[src/rtl/mipi_ccs_pkg.sv]
// Shared types and constants for the CSI-2 pixel path.
// Format encoding matches the imx219 sensor model.
package mipi_ccs_pkg;

    typedef enum logic {
        FMT_RAW8  = 1'b0,
        FMT_RAW10 = 1'b1
    } pixel_fmt_t;

    localparam int RAW10_GROUP_BYTES  = 5;
    localparam int RAW10_GROUP_PIXELS = 4;
    localparam int PIXEL_WIDTH        = 10;

endpackage

[src/rtl/raw10_group_decode.sv]
// Splits one 5-byte RAW10 group into four 10-bit pixels.
// Byte 4 carries the two LSBs of each pixel, pixel 0 in bits [1:0].
module raw10_group_decode
    import mipi_ccs_pkg::*;
(
    input  logic [8*RAW10_GROUP_BYTES-1:0]              group_bytes,
    output logic [PIXEL_WIDTH*RAW10_GROUP_PIXELS-1:0]   pixels
);

    localparam int LSB_BASE = 8 * (RAW10_GROUP_BYTES - 1);

    always_comb begin
        pixels = '0;
        for (int k = 0; k < RAW10_GROUP_PIXELS; k++) begin
            pixels[PIXEL_WIDTH*k +: PIXEL_WIDTH] =
                {group_bytes[8*k +: 8], group_bytes[LSB_BASE+2*k +: 2]};
        end
    end

endmodule

[src/rtl/raw_pixel_unpacker.sv]
// Unpacks the CSI-2 long-packet payload byte stream into 10-bit pixels.
// RAW8 is zero-padded per beat; RAW10 is reassembled from 5-byte groups.
module raw_pixel_unpacker
    import mipi_ccs_pkg::*;
#(
    parameter int LANES = 2
) (
    input  logic                 clk_in,
    input  logic                 reset_n,
    input  logic                 format,
    input  logic                 in_line_start,
    input  logic                 in_line_end,
    input  logic                 in_valid,
    input  logic [8*LANES-1:0]   in_data,
    output logic                 out_valid,
    output logic [39:0]          out_pixels,
    output logic [2:0]           out_count,
    output logic                 out_line_start,
    output logic                 out_line_end,
    output logic                 length_err
);

    localparam int BUF_BYTES = RAW10_GROUP_BYTES - 1 + LANES;
    localparam int FW        = $clog2(BUF_BYTES + 1);
    localparam int GW        = 8 * RAW10_GROUP_BYTES;
    localparam logic [FW-1:0] GRP   = FW'(RAW10_GROUP_BYTES);
    localparam logic [FW-1:0] LSTEP = FW'(LANES);

    if (LANES != 1 && LANES != 2 && LANES != 4) begin : g_bad_lanes
        $error("raw_pixel_unpacker: LANES must be 1, 2 or 4");
    end

    logic [8*BUF_BYTES-1:0] buf_q, buf_app, buf_n;
    logic [FW-1:0]          fill_q, fill_base, fill_app, fill_n;
    pixel_fmt_t             fmt_q, fmt_cur;
    logic                   active_q, active_cur, active_n;
    logic                   first_q, first_cur, first_n;
    logic                   err_n;
    logic                   take, take10, emit10;
    logic                   valid_n, ls_n;
    logic [39:0]            raw8_pix, group_pix, pix_n;
    logic [2:0]             cnt_n;

    raw10_group_decode u_decode (
        .group_bytes (buf_app[GW-1:0]),
        .pixels      (group_pix)
    );

    // A line start wipes residue before this cycle's beat is appended.
    always_comb begin
        buf_app    = in_line_start ? '0 : buf_q;
        fill_base  = in_line_start ? '0 : fill_q;
        fmt_cur    = in_line_start ? pixel_fmt_t'(format) : fmt_q;
        active_cur = in_line_start | active_q;
        first_cur  = in_line_start | first_q;
        take       = in_valid & active_cur;
        take10     = take & (fmt_cur == FMT_RAW10);

        for (int i = 0; i < BUF_BYTES; i++) begin
            for (int j = 0; j < LANES; j++) begin
                if (take10 && (int'(fill_base) + j == i)) begin
                    buf_app[8*i +: 8] = in_data[8*j +: 8];
                end
            end
        end

        fill_app = take10 ? fill_base + LSTEP : fill_base;
        emit10   = fill_app >= GRP;
        buf_n    = emit10 ? (buf_app >> GW) : buf_app;
        fill_n   = emit10 ? fill_app - GRP : fill_app;

        raw8_pix = '0;
        for (int j = 0; j < LANES; j++) begin
            raw8_pix[PIXEL_WIDTH*j +: PIXEL_WIDTH] = {in_data[8*j +: 8], 2'b00};
        end

        valid_n = emit10 | (take & (fmt_cur == FMT_RAW8));
        pix_n   = emit10 ? group_pix : (valid_n ? raw8_pix : '0);
        cnt_n   = emit10 ? 3'(RAW10_GROUP_PIXELS) : (valid_n ? 3'(LANES) : 3'd0);
        ls_n    = valid_n & first_cur;
        first_n = first_cur & ~valid_n;
        err_n    = length_err;
        active_n = active_cur;

        if (in_line_end) begin
            if (fill_n != '0) begin
                err_n = 1'b1;
            end
            fill_n   = '0;
            buf_n    = '0;
            active_n = 1'b0;
        end
    end

    always_ff @(posedge clk_in or negedge reset_n) begin
        if (!reset_n) begin
            buf_q          <= '0;
            fill_q         <= '0;
            fmt_q          <= FMT_RAW8;
            active_q       <= 1'b0;
            first_q        <= 1'b1;
            out_valid      <= 1'b0;
            out_pixels     <= '0;
            out_count      <= '0;
            out_line_start <= 1'b0;
            out_line_end   <= 1'b0;
            length_err     <= 1'b0;
        end else begin
            buf_q          <= buf_n;
            fill_q         <= fill_n;
            fmt_q          <= fmt_cur;
            active_q       <= active_n;
            first_q        <= first_n;
            out_valid      <= valid_n;
            out_pixels     <= pix_n;
            out_count      <= cnt_n;
            out_line_start <= ls_n;
            out_line_end   <= in_line_end;
            length_err     <= err_n;
        end
    end

endmodule

[config.mk]
export PLATFORM = sky130hd
export DESIGN_NAME = raw_pixel_unpacker
export DESIGN_NICKNAME = d
export VERILOG_FILES = /design/src/rtl/mipi_ccs_pkg.sv /design/src/rtl/raw10_group_decode.sv /design/src/rtl/raw_pixel_unpacker.sv
export SDC_FILE = /design/constraint.sdc
export NUM_CORES = 1
export LEC_CHECK = 0
export CAP_MARGIN = 20
export CORE_MARGIN = 3
export CORE_UTILIZATION = 33
export DETAILED_ROUTE_END_ITERATION = 10
export SYNTH_ARGS = -nofsm -noshare
export SYNTH_HDL_FRONTEND = slang
export SYNTH_HIERARCHICAL = 1
export SYNTH_SLANG_ARGS = --single-unit
[constraint.sdc]
create_clock -name clk_in -period 3.1 [get_ports clk_in]
set_input_delay 0.465 -clock clk_in [delete_from_list [all_inputs] [get_ports clk_in]]
set_output_delay 0.465 -clock clk_in [all_outputs]
set_load 0.02 [all_outputs]
---- Word-level counts from Yosys, hierarchy flattened ----
Index checks and enable logic that the tools add are counted.
storage, ports and cells
  register bits ........................... 101
  latch bits .............................. 0
  bits of input ports ..................... 22
  output and inout bits ................... 47
  word-level logic and storage cells ...... 76
  bits in writable memories ............... 0
  memories ................................ 0
  bits in read-only memories .............. 0
operators by class
  shift operators ......................... 0
  add/subtract/negate cells ............... 3
  mux-type cells .......................... 25
  reductions and logical operators ........ 16
  eq/ne operators ......................... 10
  divide/modulo/power cells ............... 0
  magnitude comparators ................... 1
  bitwise operators ....................... 10
  multiply operators ...................... 0
operator list
  operator                                                                 count
  48-bit 2-to-1 mux                                                        3
  8-bit 2-to-1 mux                                                         12
  32-bit by 3-bit equality test with 1-bit output (second input constant)  2
  32-bit logical NOT                                                       2
  40-bit 2-to-1 mux                                                        1
  32-bit by 2-bit equality test with 1-bit output (second input constant)  1
  32-bit by 4-bit equality test with 1-bit output (second input constant)  1
  20-bit 2-to-1 mux                                                        1
  3-bit 2-to-1 mux                                                         5
  3-bit equality test (second input constant)                              4
  1-bit logical AND                                                        12
  1-bit bitwise AND                                                        5
  3-bit by 1-bit adder with 4-bit output (second input constant)           1
  4-bit by 3-bit equality test with 1-bit output (second input constant)   1
  3-bit by 2-bit adder with 3-bit output (second input constant)           1
  3-bit by 2-bit equality test with 1-bit output (second input constant)   1
  3-bit greater-or-equal comparator (second input constant)                1
  1-bit OR                                                                 3
  3-bit nonzero test                                                       1
  3-bit subtractor (second input constant)                                 1
  1-bit 2-to-1 mux                                                         2
  2-bit 2-to-1 mux                                                         1
  1-bit NOT                                                                2
  2-bit AND reduction                                                      1

---- Depth between registers and ports, before layout ----
Gate-level depths: netlist (run 1).
  depth after elaboration ................. 8
  mapped depth ............................ 14
  mapped depth without buffers ............ 10

---- Cells and area by module ----
Netlist (run 1), hierarchy kept.
modules (own cells, without submodules)
  module              instances  cells an instance  area an instance (µm²)  sequential area each (µm²)
  raw_pixel_unpacker  1          525                5,195.0                 2,503.7
  raw10_group_decode  1          40                 300.3                   0.0

---- Worst setup path before layout (run 1) ----
Ideal clock, no wire load.
  path kind ............................... in2reg
  from .................................... in in_line_start
  to ...................................... reg out_pixels[6]
  path slack .............................. 0.248 ns
  buffers on the path ..................... 4
  data required time ...................... 2.983 ns
  setup time .............................. 0.117 ns
  stages on the path ...................... 14
  arrival ................................. 2.735 ns
  cells stage by stage .................... buf_6 clkbuf_1 nor2b_1 and2_1 ha_1 nand2_1 nor4_4 buf_6 nor3b_1 a221oi_1 inv_1 buf_4 nand2_1 nand2_1
on the way
  elaborated cells between the ends (all ways) .. 21
  classes of those cells .................. add/sub (2); order compare (1); mux (8); bitwise (6); reduce/logical (4)
RTL lines
  what                                                                            RTL line                   source
  start, declared                                                                 raw_pixel_unpacker.sv:11   input logic in_line_start,
  branches (longest 5 deep; another with 3-bit by 1-bit adder with 4-bit output)  -
  8-bit 2-to-1 mux (*)                                                            raw_pixel_unpacker.sv:61   if (take10 && (int'(fill_base) + j == i)) begin
  named net buf_app[4]                                                            raw_pixel_unpacker.sv:33   logic [8*BUF_BYTES-1:0] buf_q, buf_app, buf_n;
  40-bit 2-to-1 mux (*)                                                           raw_pixel_unpacker.sv:78   pix_n = emit10 ? group_pix : (valid_n ? raw8_pix : '0);
  named net pix_n[6]                                                              raw_pixel_unpacker.sv:41   logic [39:0] raw8_pix, group_pix, pix_n;
  end signal, assigned                                                            raw_pixel_unpacker.sv:115  out_pixels <= pix_n;
  end, declared                                                                   raw_pixel_unpacker.sv:16   output logic [39:0] out_pixels,
Mark *: on every way through the listed nets, which the timed path passes.
A chain may end at the register's enable or synchronous reset.

---- Worst setup path in the final report (run 1) ----
  from .................................... reg fill_q[0]
  to ...................................... reg buf_q[2]
on the way
  cells in the longest elaborated chain, start to end .. 7
  elaborated cells between the ends (all ways) .. 19
  classes of those cells .................. add/sub (2); order compare (1); eq/ne (2); mux (8); reduce/logical (6)
RTL lines
  what                                                            RTL line                   source
  start, declared                                                 raw_pixel_unpacker.sv:34   logic [FW-1:0] fill_q, fill_base, fill_app, fill_n;
  start signal, assigned                                          raw_pixel_unpacker.sv:110  fill_q <= fill_n;
  3-bit 2-to-1 mux (*)                                            raw_pixel_unpacker.sv:52   fill_base = in_line_start ? '0 : fill_q;
  3-bit by 1-bit adder with 4-bit output (tied with other cells)  raw_pixel_unpacker.sv:61
  32-bit logical NOT (tied with other cells)                      raw_pixel_unpacker.sv:61
  1-bit logical AND or 8-bit 2-to-1 mux (tied branches)           raw_pixel_unpacker.sv:61
  8-bit 2-to-1 mux                                                raw_pixel_unpacker.sv:61
  48-bit 2-to-1 mux (*)                                           raw_pixel_unpacker.sv:69   buf_n = emit10 ? (buf_app >> GW) : buf_app;
  48-bit 2-to-1 mux (*)                                           raw_pixel_unpacker.sv:85   if (in_line_end) begin
  named net buf_n[2]                                              raw_pixel_unpacker.sv:33
  end signal, assigned                                            raw_pixel_unpacker.sv:109  buf_q <= buf_n;
  end, declared                                                   raw_pixel_unpacker.sv:33
Mark *: on every way through the listed nets, which the timed path passes. The rest lies on a longest branch.

==> summary.txt, run 1 <==
PostCTS Resize Cnt -> 0
Primary FF master, synth -> dfrtp_1
Die X -> 135 µm
Post-CTS setup buffers -> 0
WL final -> 15200 µm
Cell taking the most area after synthesis -> dfrtp_1
RSZ-0062 raised after global routing -> no
Post-synthesis instance area -> 0.00550 mm²
Comb power frac -> 12.0%
Vias in the first global route -> 4315
I/O pin cnt -> 69
First-pass GRT wire length -> 23900 µm
Post-DP HPWL -> 10200 µm
Synth top area share -> 45.1%
Initial drt markers -> 480
Final hold violation count -> 0
Worst min-delay path class -> input pin to async pin
Worst endpoint data arrival time -> 2.85 ns
Relative slew slack -> 53.8%
Mapped Cells -> 565
Chip Height -> 135 µm
Pre-CTS setup slack -> 0.134 ns
Setup slack after layout -> 0.452 ns
Post-synthesis xor/xnor area fraction -> 0.159%
Total track usage -> 17.0%
Cell variety after synth -> 57
Sw Share -> 26.5%
GPL Wtd Cong -> 0.840
PwrDens -> 439 mW/mm²
Final slew viol count -> 0
Multiplexer share of the synthesized area -> 3.28%
Worst skew pair latency -> 0.35 ns
DR vias -> 4359
Clock Root Buffer -> clkbuf_16
Compound-Gate Fraction of Synth Area -> 15.4%
Fmax -> 378 MHz
Highest routed layer -> met4
Cell leakage power -> 3.06 nW
Critical Path Source Type -> register
PortBufs -> 67
Post-route antenna net violation count -> 0
TritonCTS Buffers -> 9
ANT cells -> 0
Setup_tns -> 0 ns
Min Tclk post-route -> 2.65 ns
Number of synthesized flops with an enable pin -> 0
Area of the die -> 0.0182 mm²
Synthesized-area fraction occupied by adder cells -> 0.455%
Worst-margin pin slew -> 0.693 ns
NetSw -> 749 µW
CTS tree -> done
Status -> finished clean
WS Path Type -> register to register
Syn_nets -> 589
Number of max-cap violations -> 0
Area growth syn-to-layout -> 17.3%
Yosys warning total -> 6
H-tree Lvls -> 3
DR pass1 iterations -> 5
Clk_skew -> 0.00559 ns
Syn_area_per_cell -> 9.73 µm²
Largest fanout on the critical path -> 16
Initial Util -> 34.1%
Cell-internal power -> 2.08 mW
Clock Sinks -> 100
Vias/cell -> 5.37
WP data required -> 3.31 ns
Flop pwr share -> 47.8%
Largest net degree at the start of global routing -> 52
DR DRC count -> 0
WL per Instance -> 18.7 µm
Final Core Density -> 40.0%
CTS clk-pin slew, worst paths -> 0.07 ns
Cts hold-fix bufs -> 0
GRT overflow -> 0
Total power after layout -> 2.83 mW
#FFs+latches synth -> 100
# fillers -> 1620
Async set-reset flop share out of synthesis -> 100%
Post-layout net count -> 615
Final setup vio count -> 0
Crit end category -> register
Ranking of synthesized cells by area -> dfrtp_1 45%, buf_4 6.3%, nand2_1 4.0%
Share of layout cells above drive strength 1 -> 12.1%
Row cnt -> 46
Commonest cells in the netlist -> 99 x dfrtp_1, 58 x nand2_1, 46 x buf_4
Core box area -> 0.0161 mm²
Clock power frac -> 40.2%
M1 WL -> 6620 µm
WL met2 -> 7120 µm
Initial antenna violation count -> 0
Met3 wire length -> 1080 µm
Max Buffers Root-to-Sink -> 2
VDD IR max -> 0.267 mV
Period utilisation layout -> 85.4%
Main combinational cell family by area after synthesis -> simple AND/OR/NAND/NOR gates
Sequential-to-total area share from yosys stat -> 45.6%
Simple-gate share of the synthesized area -> 23.6%
Count leader, synth -> dfrtp_1
[worst max-delay path, stage by stage (launching register included)]
cell	delay (ns)
dfrtp_1	0.49
nor2b_1	0.22
and2_1	0.17
ha_1	0.30
nand2_1	0.15
nor4_4	0.25
buf_4	0.24
nor3b_1	0.08
a221oi_1	0.42
o32ai_1	0.18
[routing by layer]
layer / up-vias / global-route usage (%)
met5: - / 0
met3: 28 / 3.35
met4: 0 / 6.22
met2: 191 / 27.5
met1: 2140 / 22.6
li1: 2000 / -
[cells in the final DEF (no fill, tap or decap), types with 18 or more instances in the layout]
| master | instances |
|---|---|
| a21oi_1 | 20 |
| a211oi_1 | 26 |
| nor2_1 | 30 |
| inv_1 | 26 |
| nor2b_1 | 20 |
| and3_1 | 32 |
| nand3_1 | 23 |
| nand2_1 | 58 |
| dfrtp_1 | 99 |
| buf_4 | 25 |
| mux2i_1 | 18 |
| clkdlybuf4s50_1 | 66 |
[metrics by stage]
step | hold WS (ns) | cell area (µm²) | cells
final | 0.163 | 6440 | 812
after global routing | 0.208 | 6440 | 812
after CTS | 0.187 | 6440 | 812
after detailed placement | 0.488 | 6150 | 796
after global placement | 0.480 | 6150 | 796
after floorplan | 0.169 | 5500 | 565
[final cells by class]
cell class              instances  area, µm²  area share, %
multi-input cells             358       2360           36.7
repair buffers                 94        908           14.1
clock buffers                  10        229           3.55
well taps                     216        270           4.19
inverters                      28        105           1.63
flip-flops and latches        100       2500           38.9
clock inverters                 6       65.1           1.01
[registers in the layout, summed over array words and instances (netlist names)]
register and count:
buf_q 48, fill_q 3, first_q 1, fmt_q 1, length_err 1, out_count 2, out_valid 1, out_pixels 40
active_q 1, out_line_start 1, out_line_end 1
[kinds of logic (layout without fill, tap and decap cells)]
family,Yosys count,in the layout
DFF,100,100
buffers and inverters,107,138
muxes,18,18
and+or+nand+nor,230,230
xor gates and xnor gates,1,1
adders and majority gates,2,2
AOI/OAI and AO/OA,106,106
other,1,1
[final timing paths]
path | from | endpoint | slack (ns) | cells past startpoint
worst max register to register | fill_q[0]$_DFF_PN0_ | buf_q[2]$_DFF_PN0_ | 0.45 | 9
worst min-delay path | reset_n | buf_q[24]$_DFF_PN0_ | 0.16 | 1
worst max-delay path | fill_q[0]$_DFF_PN0_ | buf_q[2]$_DFF_PN0_ | 0.45 | 9
max in group asynchronous | reset_n | out_pixels[20]$_DFF_PN0_ | 2.25 | 2
min in group clk_in | length_err$_DFFE_PN0P_ | length_err$_DFFE_PN0P_ | 0.51 | 1
worst min register to register | length_err$_DFFE_PN0P_ | length_err$_DFFE_PN0P_ | 0.51 | 1
[power groups by stage]
stage	clock network, mW	logic, mW	registers [mW]
after CTS	1.15	0.341	1.35
after global routing	1.21	0.365	1.35
final	1.14	0.340	1.35
after detailed placement	0	0.339	1.38
after global placement	0	0.336	1.38
after floorplan	0	0.164	1.39
Power figures use the tool's default switching activity.
==> inputs of run 2 (changes only) <==
Settings changed: GPL_ROUTABILITY_DRIVEN set to 0, HOLD_SLACK_MARGIN set to 0.1.
==> results of run 2 <==
Same layout as run 1: the final DEF is identical, and so are final timing and power.
==> inputs of run 3 (changes only) <==
Settings changed: SLEW_MARGIN set to 20.
==> results of run 3 <==
Same layout as run 1: the final DEF is identical, and so are final timing and power.
==> patch: new RTL, flow settings as in run 2 <==
Remove the register `out_pixels`: a continuous assignment takes its place, so the output `out_pixels` follows one clock earlier.
--- a/src/rtl/raw_pixel_unpacker.sv
+++ b/src/rtl/raw_pixel_unpacker.sv
@@ -102,3 +102,2 @@
             out_valid      <= 1'b0;
-            out_pixels     <= '0;
             out_count      <= '0;
@@ -114,3 +113,2 @@
             out_valid      <= valid_n;
-            out_pixels     <= pix_n;
             out_count      <= cnt_n;
@@ -122,2 +120,4 @@
 
+    assign out_pixels = pix_n;
+
 endmodule
Check against the original RTL: not equivalent (Yosys sat finds a counterexample within 4 cycles, from zero or initial values and one cycle with reset_n low).
==> patch against run 2 <==
Power down 24%; utilization grew 6.1 points; die area fell by 17%; cell area fell by 5.0%; first-iteration DRC count is 1.9% lower; global-route usage up 3.7 points; routed wire length shrank 0.50%; sequential cell count fell by 40; combinational power is 14% higher; synthesized cell count decreased by 7.1%; non-clock buffer count rose by 83; synthesized area fell by 18%; sequential power is 40% lower; setup slack lost 0.41 ns.
==> patch: results (changes against run 2) <==
cell count after synthesis -> 525 (was 565)
routed vias/inst -> 5.349 (was 5.368)
Final Skew -> 0.005779 ns (was 0.005586 ns)
FF-to-FF setup slack -> 0.32 ns (was 0.45 ns)
FF-to-FF End -> buf_q[2]$_DFF_PN0_ (unchanged)
Reg clk slew, reported paths -> 0.05 ns (was 0.07 ns)
largest fanout on the critical path -> 6 (was 16)
largest net degree at the start of global routing -> 40 (was 52)
most area-consuming cells after synthesis -> dfrtp_1, buf_4, nand2_1, and3_1, a211oi_1 (unchanged)
DR iter-0 viols -> 471 (was 480)
layout cells sized above 1 -> 32.29% (was 12.08%)
worst skew pair latency -> 0.33 ns (was 0.35 ns)
drt wl/cell -> 18.57 um (was 18.71 um)
commonest non-fill, non-tap cell in the layout -> buf_4 (was dfrtp_1)
met1 Usage GRT -> 27.34% (was 22.60%)
CP peak stage delay -> 0.37 ns (was 0.49 ns)
Fill cells -> 1268 (was 1620)
first-pass GRT wire length -> 23.85 mm (was 23.93 mm)
biggest regs -> buf_q x48, fill_q x3, out_count x2 (was buf_q x48, out_pixels x40, fill_q x3)
Syn Nets -> 549 (was 589)
total number of vias -> 4354 (was 4359)
switching power -> 0.6117 mW (was 0.7494 mW)
total leakage power -> 3.064 nW (about the same)
clock tree buffer depth -> 2 (unchanged)
CTS buffer count -> 9 (unchanged)
Hold Slack -> 0.2048 ns (was 0.1629 ns)
ys async rst share -> 100.0% (unchanged)
VDD IR max -> 0.3006 mV (was 0.2672 mV)
status -> finished, final reports clean (unchanged)
PortBufs -> 67 (unchanged)
M3 GR Usage -> 5.115% (was 3.353%)
gr usage total -> 20.65% (was 16.96%)
most common library cells after synthesis -> dfrtp_1, nand2_1, buf_4 (unchanged)
Reg2Reg Depth -> 17 (was 9)
initial antenna violation count -> 0 (unchanged)
dpl cells -> 775 (was 796)
Slew HR -> 48.73% (was 53.79%)
Worst Hold Class -> in -> async (unchanged)
sequential fraction of the synthesis area -> 33.44% (was 45.56%)
Reg-to-Reg Start -> fill_q[0]$_DFF_PN0_ (unchanged)
met2 Usage GRT -> 32.42% (was 27.52%)
DP Wirelength -> 10.24 mm (was 10.20 mm)
final layout net count -> 658 (was 615)
Crit path arrival time -> 2.60 ns (was 2.85 ns)
==> patch: changes by cell type after synthesis, sizes merged <==
cell   delta
dfrtp    -40
==> patch: kinds of logic after synthesis <==
| logic type | synth area share, % |
|---|---|
| flops | 33.44 |
| compound gates | 18.88 |
| simple gates | 28.84 |
| xor+xnor | 0.1949 |
| other cells | 0.08344 |
| fa+ha+maj | 0.5567 |
| buf+inv | 14.00 |
| mux | 4.009 |
==> patch: metrics by stage <==
stage	setup TNS [ns]	worst slack, ns	power, mW	instance area, um^2
floorplan	0	0.02864	1.015	4527
global placement	-11.07	-0.3923	1.190	5619
detailed placement	-11.59	-0.4089	1.196	5619
CTS	-0.1147	-0.08852	2.144	6073
global route	-0.3517	-0.1198	2.225	6123
finish	0	0.03783	2.149	6123
==> patch: how the worst max path moves through the flow <==
stage	startpoint	depth (start not counted)	end
2_1_floorplan	in_line_start	14	out_pixels[6]
3_3_place_gp	in_valid	10	out_pixels[5]
3_5_place_dp	in_valid	11	out_pixels[5]
4_1_cts	fill_q[0]$_DFF_PN0_	12	out_pixels[5]
5_1_grt	fill_q[0]$_DFF_PN0_	12	out_pixels[5]
6_report	fill_q[0]$_DFF_PN0_	12	out_pixels[9]
==> patch: power groups by stage <==
stage	clock network (mW)	registers, mW	logic, mW
2_1_floorplan	0	0.831	0.184
3_3_place_gp	0	0.826	0.365
3_5_place_dp	0	0.826	0.370
4_1_cts	0.955	0.813	0.376
5_1_grt	0.993	0.815	0.417
6_report	0.947	0.813	0.389
==> patch: timing repair <==
| item | CTS | global route |
|---|---|---|
| resized for setup | 79 | 69 |
| setup endpoints to repair | 40 | 35 |
| pin swaps | 10 | 10 |
| buffers inserted | 18 | 5 |
| cloned | 2 | 0 |
==> patch: area by class of cell <==
cell class	count	area (um^2)	area share [%]
Tap cell	176	220.2	3.596
Multi-Input combinational cell	358	2510	40.99
Sequential cell	60	1505	24.58
Timing Repair Buffer	177	1505	24.58
Clock inverter	4	25.02	0.4087
Inverter	28	105.1	1.716
Clock buffer	11	252.7	4.127
==> patch: per-layer routing <==
layer,vias to the layer above,routed length (um)
met3,29,987
met1,2121,6481
met2,169,7184
met5,-,0
met4,0,463
li1,2035,-
